<file path="config.mk">
export PLATFORM = sky130hd
export DESIGN_NAME = writeback_stage
export DESIGN_NICKNAME = d
export VERILOG_FILES = /design/src/rtl/writeback_pkg.sv /design/src/rtl/load_extract.sv /design/src/rtl/writeback_stage.sv
export SDC_FILE = /design/constraint.sdc
export NUM_CORES = 1
export LEC_CHECK = 0
export CAP_MARGIN = 25
export CORE_AREA = 4 4 99 101
export CTS_CLUSTER_DIAMETER = 100
export DETAILED_ROUTE_END_ITERATION = 16
export DIE_AREA = 0 0 103 105
export PLACE_DENSITY = 0.85
export SLEW_MARGIN = 40
export SYNTH_ARGS = -nofsm -noshare
export SYNTH_HDL_FRONTEND = slang
export SYNTH_SLANG_ARGS = --single-unit
</file>
<file path="constraint.sdc">
create_clock -name i_clk -period 5.59 [get_ports i_clk]
set_input_delay 0.8385 -clock i_clk [delete_from_list [all_inputs] [get_ports i_clk]]
set_output_delay 0.8385 -clock i_clk [all_outputs]
set_load 0.005 [all_outputs]
</file>
<file path="src/rtl/writeback_pkg.sv">
// Shared constants for the MIPS writeback stage: load-type codes and FSM encoding.
package writeback_pkg;

  // Load-type codes as driven by the MEM stage; 5-7 fall back to a full word.
  localparam logic [2:0] LT_LW  = 3'd0;
  localparam logic [2:0] LT_LH  = 3'd1;
  localparam logic [2:0] LT_LHU = 3'd2;
  localparam logic [2:0] LT_LB  = 3'd3;
  localparam logic [2:0] LT_LBU = 3'd4;

  typedef enum logic [1:0] {
    StEmpty    = 2'd0,
    StAlu      = 2'd1,
    StLoadWait = 2'd2,
    StLoadDone = 2'd3
  } wb_state_e;

endpackage

</file>
<file path="src/rtl/load_extract.sv">
// Sub-word load extraction from a little-endian 32-bit memory word.
module load_extract
  import writeback_pkg::*;
(
  input  logic [31:0] rdata_i,
  input  logic [1:0]  offset_i,
  input  logic [2:0]  load_type_i,
  output logic [31:0] data_o,
  output logic        misalign_o
);

  logic [7:0]  byte_sel;
  logic [15:0] half_sel;

  // Pick the addressed byte and halfword, then extend according to the load type.
  always_comb begin
    unique case (offset_i)
      2'd0:    byte_sel = rdata_i[7:0];
      2'd1:    byte_sel = rdata_i[15:8];
      2'd2:    byte_sel = rdata_i[23:16];
      default: byte_sel = rdata_i[31:24];
    endcase
    // A misaligned halfword still uses the halfword chosen by offset bit 1.
    half_sel   = offset_i[1] ? rdata_i[31:16] : rdata_i[15:0];
    misalign_o = 1'b0;
    case (load_type_i)
      LT_LH: begin
        data_o     = {{16{half_sel[15]}}, half_sel};
        misalign_o = offset_i[0];
      end
      LT_LHU: begin
        data_o     = {16'h0000, half_sel};
        misalign_o = offset_i[0];
      end
      LT_LB:   data_o = {{24{byte_sel[7]}}, byte_sel};
      LT_LBU:  data_o = {24'h000000, byte_sel};
      default: data_o = rdata_i;
    endcase
  end

endmodule

</file>
<file path="src/rtl/writeback_stage.sv">
// MIPS WB stage: MEM/WB register, load completion wait, and register-file write port.
module writeback_stage
  import writeback_pkg::*;
#(
  parameter int unsigned DATA_W = 32,
  parameter int unsigned CNT_W  = 32
) (
  input  logic              i_clk,
  input  logic              i_reset_n,
  input  logic              i_valid,
  input  logic              i_reg_write,
  input  logic              i_mem_to_reg,
  input  logic [2:0]        i_load_type,
  input  logic [4:0]        i_dest,
  input  logic [DATA_W-1:0] i_alu_result,
  input  logic [DATA_W-1:0] i_mem_rdata,
  input  logic              i_mem_rvalid,
  output logic [DATA_W-1:0] o_wb_data,
  output logic [4:0]        o_mux_addr,
  output logic              o_stall,
  output logic              o_pend_valid,
  output logic [4:0]        o_pend_dest,
  output logic [CNT_W-1:0]  o_retire_count,
  output logic              o_err
);

  wb_state_e         state_q, state_d;
  logic              reg_write_q, reg_write_d;
  logic [2:0]        load_type_q, load_type_d;
  logic [4:0]        dest_q, dest_d;
  logic [1:0]        offset_q, offset_d;
  logic [DATA_W-1:0] wb_data_q, wb_data_d;
  logic [CNT_W-1:0]  retire_q, retire_d;
  logic              err_q, err_d;

  logic              accept;
  logic              presenting;
  logic [31:0]       ext_data;
  logic              ext_misalign;

  // Offset comes from the latched address so extraction matches the load being completed.
  load_extract u_load_extract (
    .rdata_i     (i_mem_rdata),
    .offset_i    (offset_q),
    .load_type_i (load_type_q),
    .data_o      (ext_data),
    .misalign_o  (ext_misalign)
  );

  assign accept     = (state_q != StLoadWait) && i_valid;
  assign presenting = (state_q == StAlu) || (state_q == StLoadDone);

  // State register.
  always_ff @(posedge i_clk or negedge i_reset_n) begin
    if (!i_reset_n) begin
      state_q <= StEmpty;
    end else begin
      state_q <= state_d;
    end
  end

  // Next-state: every non-waiting state is a one-cycle slot that accepts or drains.
  always_comb begin
    state_d = state_q;
    unique case (state_q)
      StLoadWait: if (i_mem_rvalid) state_d = StLoadDone;
      default: begin
        if (i_valid) state_d = i_mem_to_reg ? StLoadWait : StAlu;
        else         state_d = StEmpty;
      end
    endcase
  end

  // MEM/WB register, write data, retire counter and sticky error.
  always_ff @(posedge i_clk or negedge i_reset_n) begin
    if (!i_reset_n) begin
      reg_write_q <= 1'b0;
      load_type_q <= 3'd0;
      dest_q      <= 5'd0;
      offset_q    <= 2'd0;
      wb_data_q   <= '0;
      retire_q    <= '0;
      err_q       <= 1'b0;
    end else begin
      reg_write_q <= reg_write_d;
      load_type_q <= load_type_d;
      dest_q      <= dest_d;
      offset_q    <= offset_d;
      wb_data_q   <= wb_data_d;
      retire_q    <= retire_d;
      err_q       <= err_d;
    end
  end

  // Datapath next-state; wb_data only changes when a new result becomes available.
  always_comb begin
    reg_write_d = reg_write_q;
    load_type_d = load_type_q;
    dest_d      = dest_q;
    offset_d    = offset_q;
    wb_data_d   = wb_data_q;
    retire_d    = retire_q;
    err_d       = err_q;
    if (accept) begin
      reg_write_d = i_reg_write;
      load_type_d = i_load_type;
      dest_d      = i_dest;
      offset_d    = i_alu_result[1:0];
      if (!i_mem_to_reg) wb_data_d = i_alu_result;
    end
    if (i_mem_rvalid) begin
      if (state_q == StLoadWait) begin
        wb_data_d = ext_data;
        if (ext_misalign) err_d = 1'b1;
      end else begin
        err_d = 1'b1;
      end
    end
    // Each presenting slot lasts exactly one cycle, so every edge in it retires one.
    if (presenting) retire_d = retire_q + CNT_W'(1);
  end

  // Outputs decoded from registered state only.
  always_comb begin
    o_wb_data      = wb_data_q;
    o_mux_addr     = (presenting && reg_write_q && (dest_q != 5'd0)) ? dest_q : 5'd0;
    o_stall        = (state_q == StLoadWait);
    o_pend_valid   = (state_q == StLoadWait) && reg_write_q;
    o_pend_dest    = (state_q == StLoadWait) ? dest_q : 5'd0;
    o_retire_count = retire_q;
    o_err          = err_q;
  end

endmodule

</file>
== After elaboration in Yosys (flattened, before gate mapping) ==
Index checks and enable logic that the tools add are counted.

* Bits of input ports: 78
* Register bits: 78
* Word-level logic and storage cells: 46
* Output and inout port bits: 77

* Multiplexer cells: 16
* Equality and inequality tests: 12
* $add $sub $neg: 1
* Reduce and logical (&&, ||, !) cells: 9

{| class="wikitable"
|+ Operators by type and width
! kind !! count
|-
| 32-bit two-way mux || 4
|-
| 32-bit case mux with 4 select lines || 1
|-
| 32-bit by 1-bit adder with 32-bit output (second input constant) || 1
|-
| 8-bit case mux with 3 select lines || 1
|-
| 16-bit two-way mux || 1
|-
| 5-bit two-way mux || 2
|-
| 2-bit two-way mux || 4
|-
| 2-bit == test (second input constant) || 3
|-
| 3-bit by 2-bit == test with 1-bit output (second input constant) || 2
|-
| 5-bit nonzero test || 1
|-
| 2-bit by 1-bit == test with 1-bit output (second input constant) || 2
|-
| 1-bit logical AND || 4
|-
| 2-bit inequality test (second input constant) || 2
|-
| 3-bit by 1-bit == test with 1-bit output (second input constant) || 1
|-
| 3-bit == test (second input constant) || 1
|-
| 1-bit two-way mux || 3
|-
| 2-bit zero test || 1
|-
| 2-bit by 1-bit inequality test with 1-bit output (second input constant) || 1
|-
| 2-bit AND reduction || 1
|-
| 2-bit OR reduction || 1
|-
| 1-bit logical OR || 1
|}

== Longest topological paths before layout ==
Gate-level depths: netlist of run 1.

* Word-level depth: 5
* Mapped depth: 7
* Gate-level depth less buffers: 5

== Cells and area by module ==
Synthesis of run 1 repeated with hierarchy kept, for this count alone.

* Cell total of the unflattened synthesis: 432
* Area total of the unflattened synthesis: 4489.3 um^2

{| class="wikitable"
|+ By module, submodules not included
! module !! seq. area each (um^2) !! instances !! area each (um^2) !! cells an instance
|-
| writeback_stage || 1951.9 || 1 || 3525.9 || 311
|-
| load_extract || 0.0 || 1 || 963.4 || 121
|}

== Worst setup path after synthesis of run 1 ==
Ideal clock, no wire load.

* Path kind: in2reg
* Start: in i_mem_rdata[31]
* End: reg wb_data_q[21] (netlist: o_wb_data[21])
* Stages: 5
* Slack: 3474 ps
* Buffers on the path: 1
* Library setup time: 138 ps
* Data required time: 5452 ps
* Data arrival time: 1977 ps
* Cell sequence: mux4_2 -> and2_4 -> o2111ai_4 -> buf_8 -> o211ai_1

* Cells in the longest elaborated chain, start to end: 4
* Elaborated cells between the ends (all ways): 5
* Those cells by class: 5 x mux

{| class="wikitable"
|+ Ends and longest elaborated chain
! what !! line !! RTL
|-
| start, declared || writeback_stage.sv:16 || <nowiki>input logic [DATA_W-1:0] i_mem_rdata,</nowiki>
|-
| 8-bit case mux with 3 select lines or 16-bit two-way mux (tied branches) || load_extract.sv:17, load_extract.sv:24 ||
|-
| 32-bit case mux with 4 select lines (*) || load_extract.sv:26 || <nowiki>case (load_type_i)</nowiki>
|-
| 32-bit two-way mux (*) || writeback_stage.sv:112 || <nowiki>if (state_q == StLoadWait) begin</nowiki>
|-
| 32-bit two-way mux (*) || writeback_stage.sv:111 || <nowiki>if (i_mem_rvalid) begin</nowiki>
|-
| net wb_data_d[21] || writeback_stage.sv:32 || <nowiki>logic [DATA_W-1:0] wb_data_q, wb_data_d;</nowiki>
|-
| end signal, assigned || writeback_stage.sv:89 || <nowiki>wb_data_q <= wb_data_d;</nowiki>
|-
| end, declared || writeback_stage.sv:32 ||
|}

The timed path passes the listed nets; every way through them passes the cells marked *.
A chain may end at the register's enable or synchronous reset.

== Worst setup path in the final report of run 1 ==
* Start: reg state_q[0]
* End: out o_pend_dest[3]

* Cells in the longest elaborated chain, start to end: 2

{| class="wikitable"
|+ Ends and longest elaborated chain
! what !! line !! RTL
|-
| start, declared || writeback_stage.sv:27 || <nowiki>wb_state_e state_q, state_d;</nowiki>
|-
| start signal, assigned || writeback_stage.sv:56 || <nowiki>state_q <= StEmpty;</nowiki>
|-
| start signal, assigned || writeback_stage.sv:58 || <nowiki>state_q <= state_d;</nowiki>
|-
| 2-bit == test || writeback_stage.sv:129 || <nowiki>o_pend_dest = (state_q == StLoadWait) ? dest_q : 5'd0;</nowiki>
|-
| 5-bit two-way mux || writeback_stage.sv:129 ||
|-
| end, declared || writeback_stage.sv:22 || <nowiki>output logic [4:0] o_pend_dest,</nowiki>
|}

No other way between the ends.

==> results of run 1 <==
[registers in the layout, summed over array words and instances, names as in the netlist]
| register | cells |
|---|---|
| load_type_q | 3 |
| state_q | 2 |
| dest_q | 5 |
| o_retire_count | 32 |
| reg_write_q | 1 |
| o_err | 1 |
| o_wb_data | 32 |
| offset_q | 2 |
[through the flow]
| stage | power (W) | cell area, µm² | setup WS, ps | std cells |
|---|---|---|---|---|
| CTS | 0.00227 | 6070 | 2620 | 660 |
| global placement | 0.00179 | 5850 | 2690 | 644 |
| detailed placement | 0.00183 | 5860 | 2640 | 644 |
| global route | 0.00240 | 6080 | 2440 | 660 |
| finish | 0.00226 | 6080 | 2600 | 660 |
| floorplan | 0.00133 | 4290 | 3470 | 404 |
[how the worst min path moves through the flow]
stage                     cells past startpoint                 end
final                                         1               o_err
after global routing                          1  o_retire_count[31]
after CTS                                     1               o_err
after detailed placement                      1               o_err
after global placement                        1               o_err
after floorplan                               1               o_err
[Yosys cell counts, types with 8 or more instances]
master,n,share of area
dfrtp_1,78,0.45
nand2_1,52,0.045
xnor2_1,23,0.047
nand3_1,22,0.026
mux2i_1,17,0.040
nand4_1,16,0.023
o211ai_1,16,0.028
a32oi_1,15,0.031
nor2_1,14,0.012
clkbuf_1,13,0.011
mux2_2,12,0.031
a21oi_1,9,0.010
and3_1,9,0.013
buf_2,9,0.010
inv_1,9,0.0079
xor2_1,9,0.018
a221oi_1,8,0.016
and2_1,8,0.012
maj3_1,8,0.019
[cells by family after synthesis]
kind of cell    count (synthesis)  share of synthesized area
mux                            37                      0.119
simple gates                  149                      0.178
fa+ha+maj                       9                     0.0216
buf+inv                        35                     0.0385
compound gates                 63                      0.118
xor+xnor                       33                     0.0691
flops                          78                      0.455
[worst max-delay path, stage by stage (launching register included)]
cell and delay [ps]:
dfrtp_1 500, nand2b_1 290, inv_1 330, and2_1 180
clkdlybuf4s50_1 510
[power groups by stage]
stage               Sequential [W]  Combinational (W)  Clock [W]
global route              0.000912            0.00102   0.000469
finish                    0.000886           0.000936   0.000440
CTS                       0.000886           0.000939   0.000447
floorplan                 0.000842           0.000490          0
global placement          0.000892           0.000898          0
detailed placement        0.000896           0.000935          0
[per-layer routing]
layer / vias up / share of wire / global-route usage
li1: 1776 / - / -
met1: 1862 / 0.41 / 0.312
met2: 198 / 0.48 / 0.371
met3: 34 / 0.081 / 0.0414
met4: 0 / 0.033 / 0.106
met5: - / 0 / 0
[cell type report]
type | instances | area, µm² | area share
multi-input combinational | 291 | 2200 | 0.362
sequential | 78 | 1950 | 0.321
timing repair buffer | 154 | 1540 | 0.254
tap | 111 | 139 | 0.0228
clock buffer | 10 | 138 | 0.0226
clock inverter | 6 | 68.8 | 0.0113
inverter | 10 | 37.5 | 0.00618
==> impl_metrics.env, run 1 <==
export IMPL_status="complete, no violations"
export IMPL_syn_area_um2=4290
export IMPL_p_int_w=0.00150
export IMPL_cts_setup_buffers=0
export IMPL_vias_per_cell=5.86
export IMPL_io_pins=155
export IMPL_finalSetupViolations=0
export IMPL_drive_gt1_frac=0.0765
export IMPL_ir_drop_mv=0.192
export IMPL_slew_viol_final=0
export IMPL_timing_rr_end="o_wb_data[14]"
export IMPL_grt_pass1_vias=3990
export IMPL_ctsHoldBuffers=0
export IMPL_power_density_nw_per_um2=372
export IMPL_timing_rr_start="state_q[0]"
export IMPL_area_growth_pct=41.7
export IMPL_worstPathMaxFanout=11
export IMPL_max_freq_mhz=334
export IMPL_first_pass_iters=5
export IMPL_max_cap_viol_count=0
export IMPL_path_clk_slew_ps=80
export IMPL_max_slew_margin=0.439
export IMPL_setup_worst_path_start="state_q[0]"
export IMPL_globalRouteOverflowTotal=0
export IMPL_hold_class="flop to flop"
export IMPL_synth_nets=483
export IMPL_fin_skew_ps=16.0
export IMPL_p_leak_nw=2.55
export IMPL_insertion_delay_ps=350
export IMPL_cts_root_buf="clkbuf_8"
export IMPL_rows=35
export IMPL_dieArea_um2=10800
export IMPL_drc=0
export IMPL_r2r_cells=5
export IMPL_synth_main_ff_cell="dfrtp_1"
export IMPL_min_from="o_err"
export IMPL_htree_levels=3
export IMPL_dieWidth_um=103
export IMPL_async_flop_share=1.00
export IMPL_drtAntennaViolNets=0
export IMPL_worstSetupPathType="flop to output port"
export IMPL_cts_buffers=9
export IMPL_yosys_warnings=0
export IMPL_fillers=673
export IMPL_p_seq_frac=0.392
export IMPL_cp_end_kind="output port"
export IMPL_nets=623
export IMPL_min_period_ps=2990
export IMPL_grt_usage=0.235
export IMPL_switching_power_w=0.000765
export IMPL_clockBufferDepth=2
export IMPL_p_sw_frac=0.338
export IMPL_avgSynthCellArea_um2=10.6
export IMPL_hold_viol=0
export IMPL_power_frac_clock=0.194
export IMPL_ys_seq_elements=78
export IMPL_cts_resized=0
export IMPL_period_share=0.535
export IMPL_cp_arrival_ps=2150
export IMPL_fin_util=0.674
export IMPL_cp_required_ps=4750
export IMPL_hold_slack_ps=463
export IMPL_power_frac_comb=0.414
export IMPL_worstMarginPinSlew_ps=834
export IMPL_crit_path_start_kind="flop"
export IMPL_syn_inst=404
export IMPL_cts_sinks=78
export IMPL_antenna_found_initial=0
export IMPL_io_buffers=154
export IMPL_final_common_cell="clkdlybuf4s50_1"
export IMPL_grt_pass1_wl_um=20000
export IMPL_synth_edf_count=0
export IMPL_r2r_setup_slack_ps=3100
export IMPL_cts_tree="built"
export IMPL_routed_wl_um=12600
export IMPL_n_antenna_cell=0
export IMPL_mostFrequentLayoutCells="153 x clkdlybuf4s50_1, 78 x dfrtp_1, 51 x nand2_1"
export IMPL_dp_hpwl_um=9460
export IMPL_rsz0062_at_grt="no"
export IMPL_place_gp_congestion=0.886
export IMPL_num_vias=3870
export IMPL_grt_max_degree=79
export IMPL_tns_ps=0
export IMPL_dr_first_iter_drc_count=254
export IMPL_wl_per_cell_um=19.1
export IMPL_ys_types=50
export IMPL_die_y_um=105
export IMPL_core_um2=9020
export IMPL_start_util=0.476
export IMPL_ys_seq_area_frac=0.455
export IMPL_crit_end="o_pend_dest[3]"
No activity file was read; power rests on OpenSTA's default activity.
==> run 2: changes to the inputs <==
--- a/config.mk
+++ b/config.mk
@@ -6,11 +6,11 @@
 export NUM_CORES = 1
 export LEC_CHECK = 0
 export CAP_MARGIN = 25
-export CORE_AREA = 4 4 99 101
+export CORE_AREA = 4 4 108 110
 export CTS_CLUSTER_DIAMETER = 100
 export DETAILED_ROUTE_END_ITERATION = 16
-export DIE_AREA = 0 0 103 105
-export PLACE_DENSITY = 0.85
+export DIE_AREA = 0 0 112 114
+export PLACE_DENSITY = 0.76
 export SLEW_MARGIN = 40
 export SYNTH_ARGS = -nofsm -noshare
 export SYNTH_HDL_FRONTEND = slang
==> constraint.sdc (replaced) <==
create_clock -name i_clk -period 2.6 [get_ports i_clk]
set_input_delay 0.39 -clock i_clk [delete_from_list [all_inputs] [get_ports i_clk]]
set_output_delay 0.39 -clock i_clk [all_outputs]
set_load 0.005 [all_outputs]
==> run 2 against run 1 <==
Against the previous run: worst hold slack worse by 400 ps; via count up 0.28%; non-clock buffer count grew 12; utilization fell by 9.8 points; sequential cell count unchanged; sequential power up 110%; total power grew 110%; count of clock-buffer cells in the layout up 2; wire length rose by 5.5%; worst setup slack got worse by 2400 ps; critical path depth did not move; final area increased by 1.3%; largest power group unchanged.
==> impl_metrics.env, run 2 (synthesis results as in run 1) <==
export IMPL_start_util=0.401
export IMPL_cts_root_buf="clkbuf_8"
export IMPL_finalSetupViolations=0
export IMPL_path_clk_slew_ps=80
export IMPL_dieArea_um2=12800
export IMPL_hold_slack_ps=61.1
export IMPL_worstSetupPathType="flop to output port"
export IMPL_max_freq_mhz=418
export IMPL_design_area_um2=6160
export IMPL_io_buffers=154
export IMPL_place_gp_congestion=0.899
export IMPL_ir_drop_mv=0.362
export IMPL_crit_family="buffers and inverters"
export IMPL_worstPathMaxFanout=11
export IMPL_cp_end_kind="output port"
export IMPL_routed_wl_um=13300
export IMPL_p_total_w=0.00486
export IMPL_area_growth_pct=43.5
export IMPL_placed_cells=684
export IMPL_first_pass_iters=5
export IMPL_cts_setup_buffers=0
export IMPL_crit_path_max_incr_delay_ps=520
export IMPL_vias_per_cell=5.53
export IMPL_p_leak_nw=2.59
export IMPL_num_vias=3881
export IMPL_wl_per_cell_um=19.0
export IMPL_drtAntennaViolNets=0
export IMPL_drive_gt1_frac=0.0873
export IMPL_fin_skew_ps=7.75
export IMPL_cts_tree="built"
export IMPL_period_share=0.921
export IMPL_cts_buffers=9
export IMPL_ctsHoldBuffers=0
export IMPL_io_pins=155
export IMPL_hold_viol=0
export IMPL_status="complete, no violations"
export IMPL_fillers=926
export IMPL_final_common_cell="clkdlybuf4s50_1"
export IMPL_grt_usage=0.207
export IMPL_dp_hpwl_um=9900
export IMPL_htree_levels=3
export IMPL_cts_sinks=78
export IMPL_globalRouteOverflowTotal=0
export IMPL_min_period_ps=2390
export IMPL_clockBufferDepth=2
export IMPL_cp_required_ps=2210
export IMPL_grt_pass1_wl_um=21000
export IMPL_grt_pass1_vias=3972
export IMPL_dr_first_iter_drc_count=199
export IMPL_worstPathCellList="nand2b_1, inv_2, and2_1, clkdlybuf4s50_1"
export IMPL_power_density_nw_per_um2=789
export IMPL_insertion_delay_ps=350
export IMPL_cp_arrival_ps=2000
export IMPL_drc=0
export IMPL_dpl_cell_area_um2=5970
export IMPL_nets=635
export IMPL_mostFrequentLayoutCells="153 x clkdlybuf4s50_1, 78 x dfrtp_1, 52 x nand2_1"
export IMPL_rsz0062_at_grt="no"
export IMPL_crit_buf_inv=2
export IMPL_max_cap_viol_count=0
export IMPL_slew_viol_final=0
export IMPL_die_y_um=114
export IMPL_core_um2=10700
export IMPL_max_slew_margin=0.512
export IMPL_hold_class="input pin to async pin"
export IMPL_dieWidth_um=112
export IMPL_grt_max_degree=79
export IMPL_worstMarginPinSlew_ps=732
export IMPL_slowest_stage="dfrtp_1"
export IMPL_crit_path_start_kind="flop"
export IMPL_antenna_found_initial=1
export IMPL_stdcell_count=702
export IMPL_tns_ps=0
export IMPL_rows=38
[run 2: path summary, 6_finish.rpt]
check	to	start	cells past startpoint	slack [ps]
worst max-delay path	o_pend_dest[4]	state_q[0]	4	210
worst min-delay path	o_retire_count[1]	i_reset_n	1	60
worst max register to register	o_wb_data[28]	state_q[0]	6	470
worst min register to register	o_err	o_err	1	460
max in group asynchronous	o_wb_data[5]	i_reset_n	1	2020
min in group i_clk	o_err	o_err	1	460
[run 2: worst reg2reg max path, cell delays in order, from the launching register on]
cell       delay [ps]
dfrtp_1           520
nand2b_1          290
inv_2             200
and2_1            180
buf_4             320
o2111ai_4         330
o211ai_1          200
[run 2: repair_timing]
action,4_1_cts,5_1_grt
hold endpoints to repair,0,0
gates resized for setup,0,1
setup endpoints to repair,0,6
[run 2: per-layer routing]
layer  track usage  vias to the layer above  share of wire
li1              -                     1798              -
met1         0.273                     1893           0.42
met2         0.334                      163           0.49
met3        0.0403                       27          0.066
met4        0.0881                        0          0.024
met5             0                        -              0
[run 2: metrics by stage]
stage | setup slack (ps) | utilization
6_report | 206 | 0.576
5_1_grt | 54.7 | 0.576
4_1_cts | 50.4 | 0.575
3_5_place_dp | 255 | 0.558
3_3_place_gp | 312 | 0.558
2_1_floorplan | 820 | -
[run 2: cell type report]
type	instances	area [µm²]	share of cell area
clock inverter	4	47.5	0.00772
inverter	10	37.5	0.00610
timing repair buffer	166	1630	0.265
clock buffer	12	135	0.0219
tap	140	175	0.0284
antenna	1	2.50	0.000406
sequential	78	1950	0.317
multi-input combinational	291	2180	0.354
[run 2: report_power, final]
group	switching [W]	leakage, nW	internal (W)
Combinational	0.000877	1.52	0.00123
Clock	0.000444	0.0904	0.000442
Sequential	0.000301	0.982	0.00156
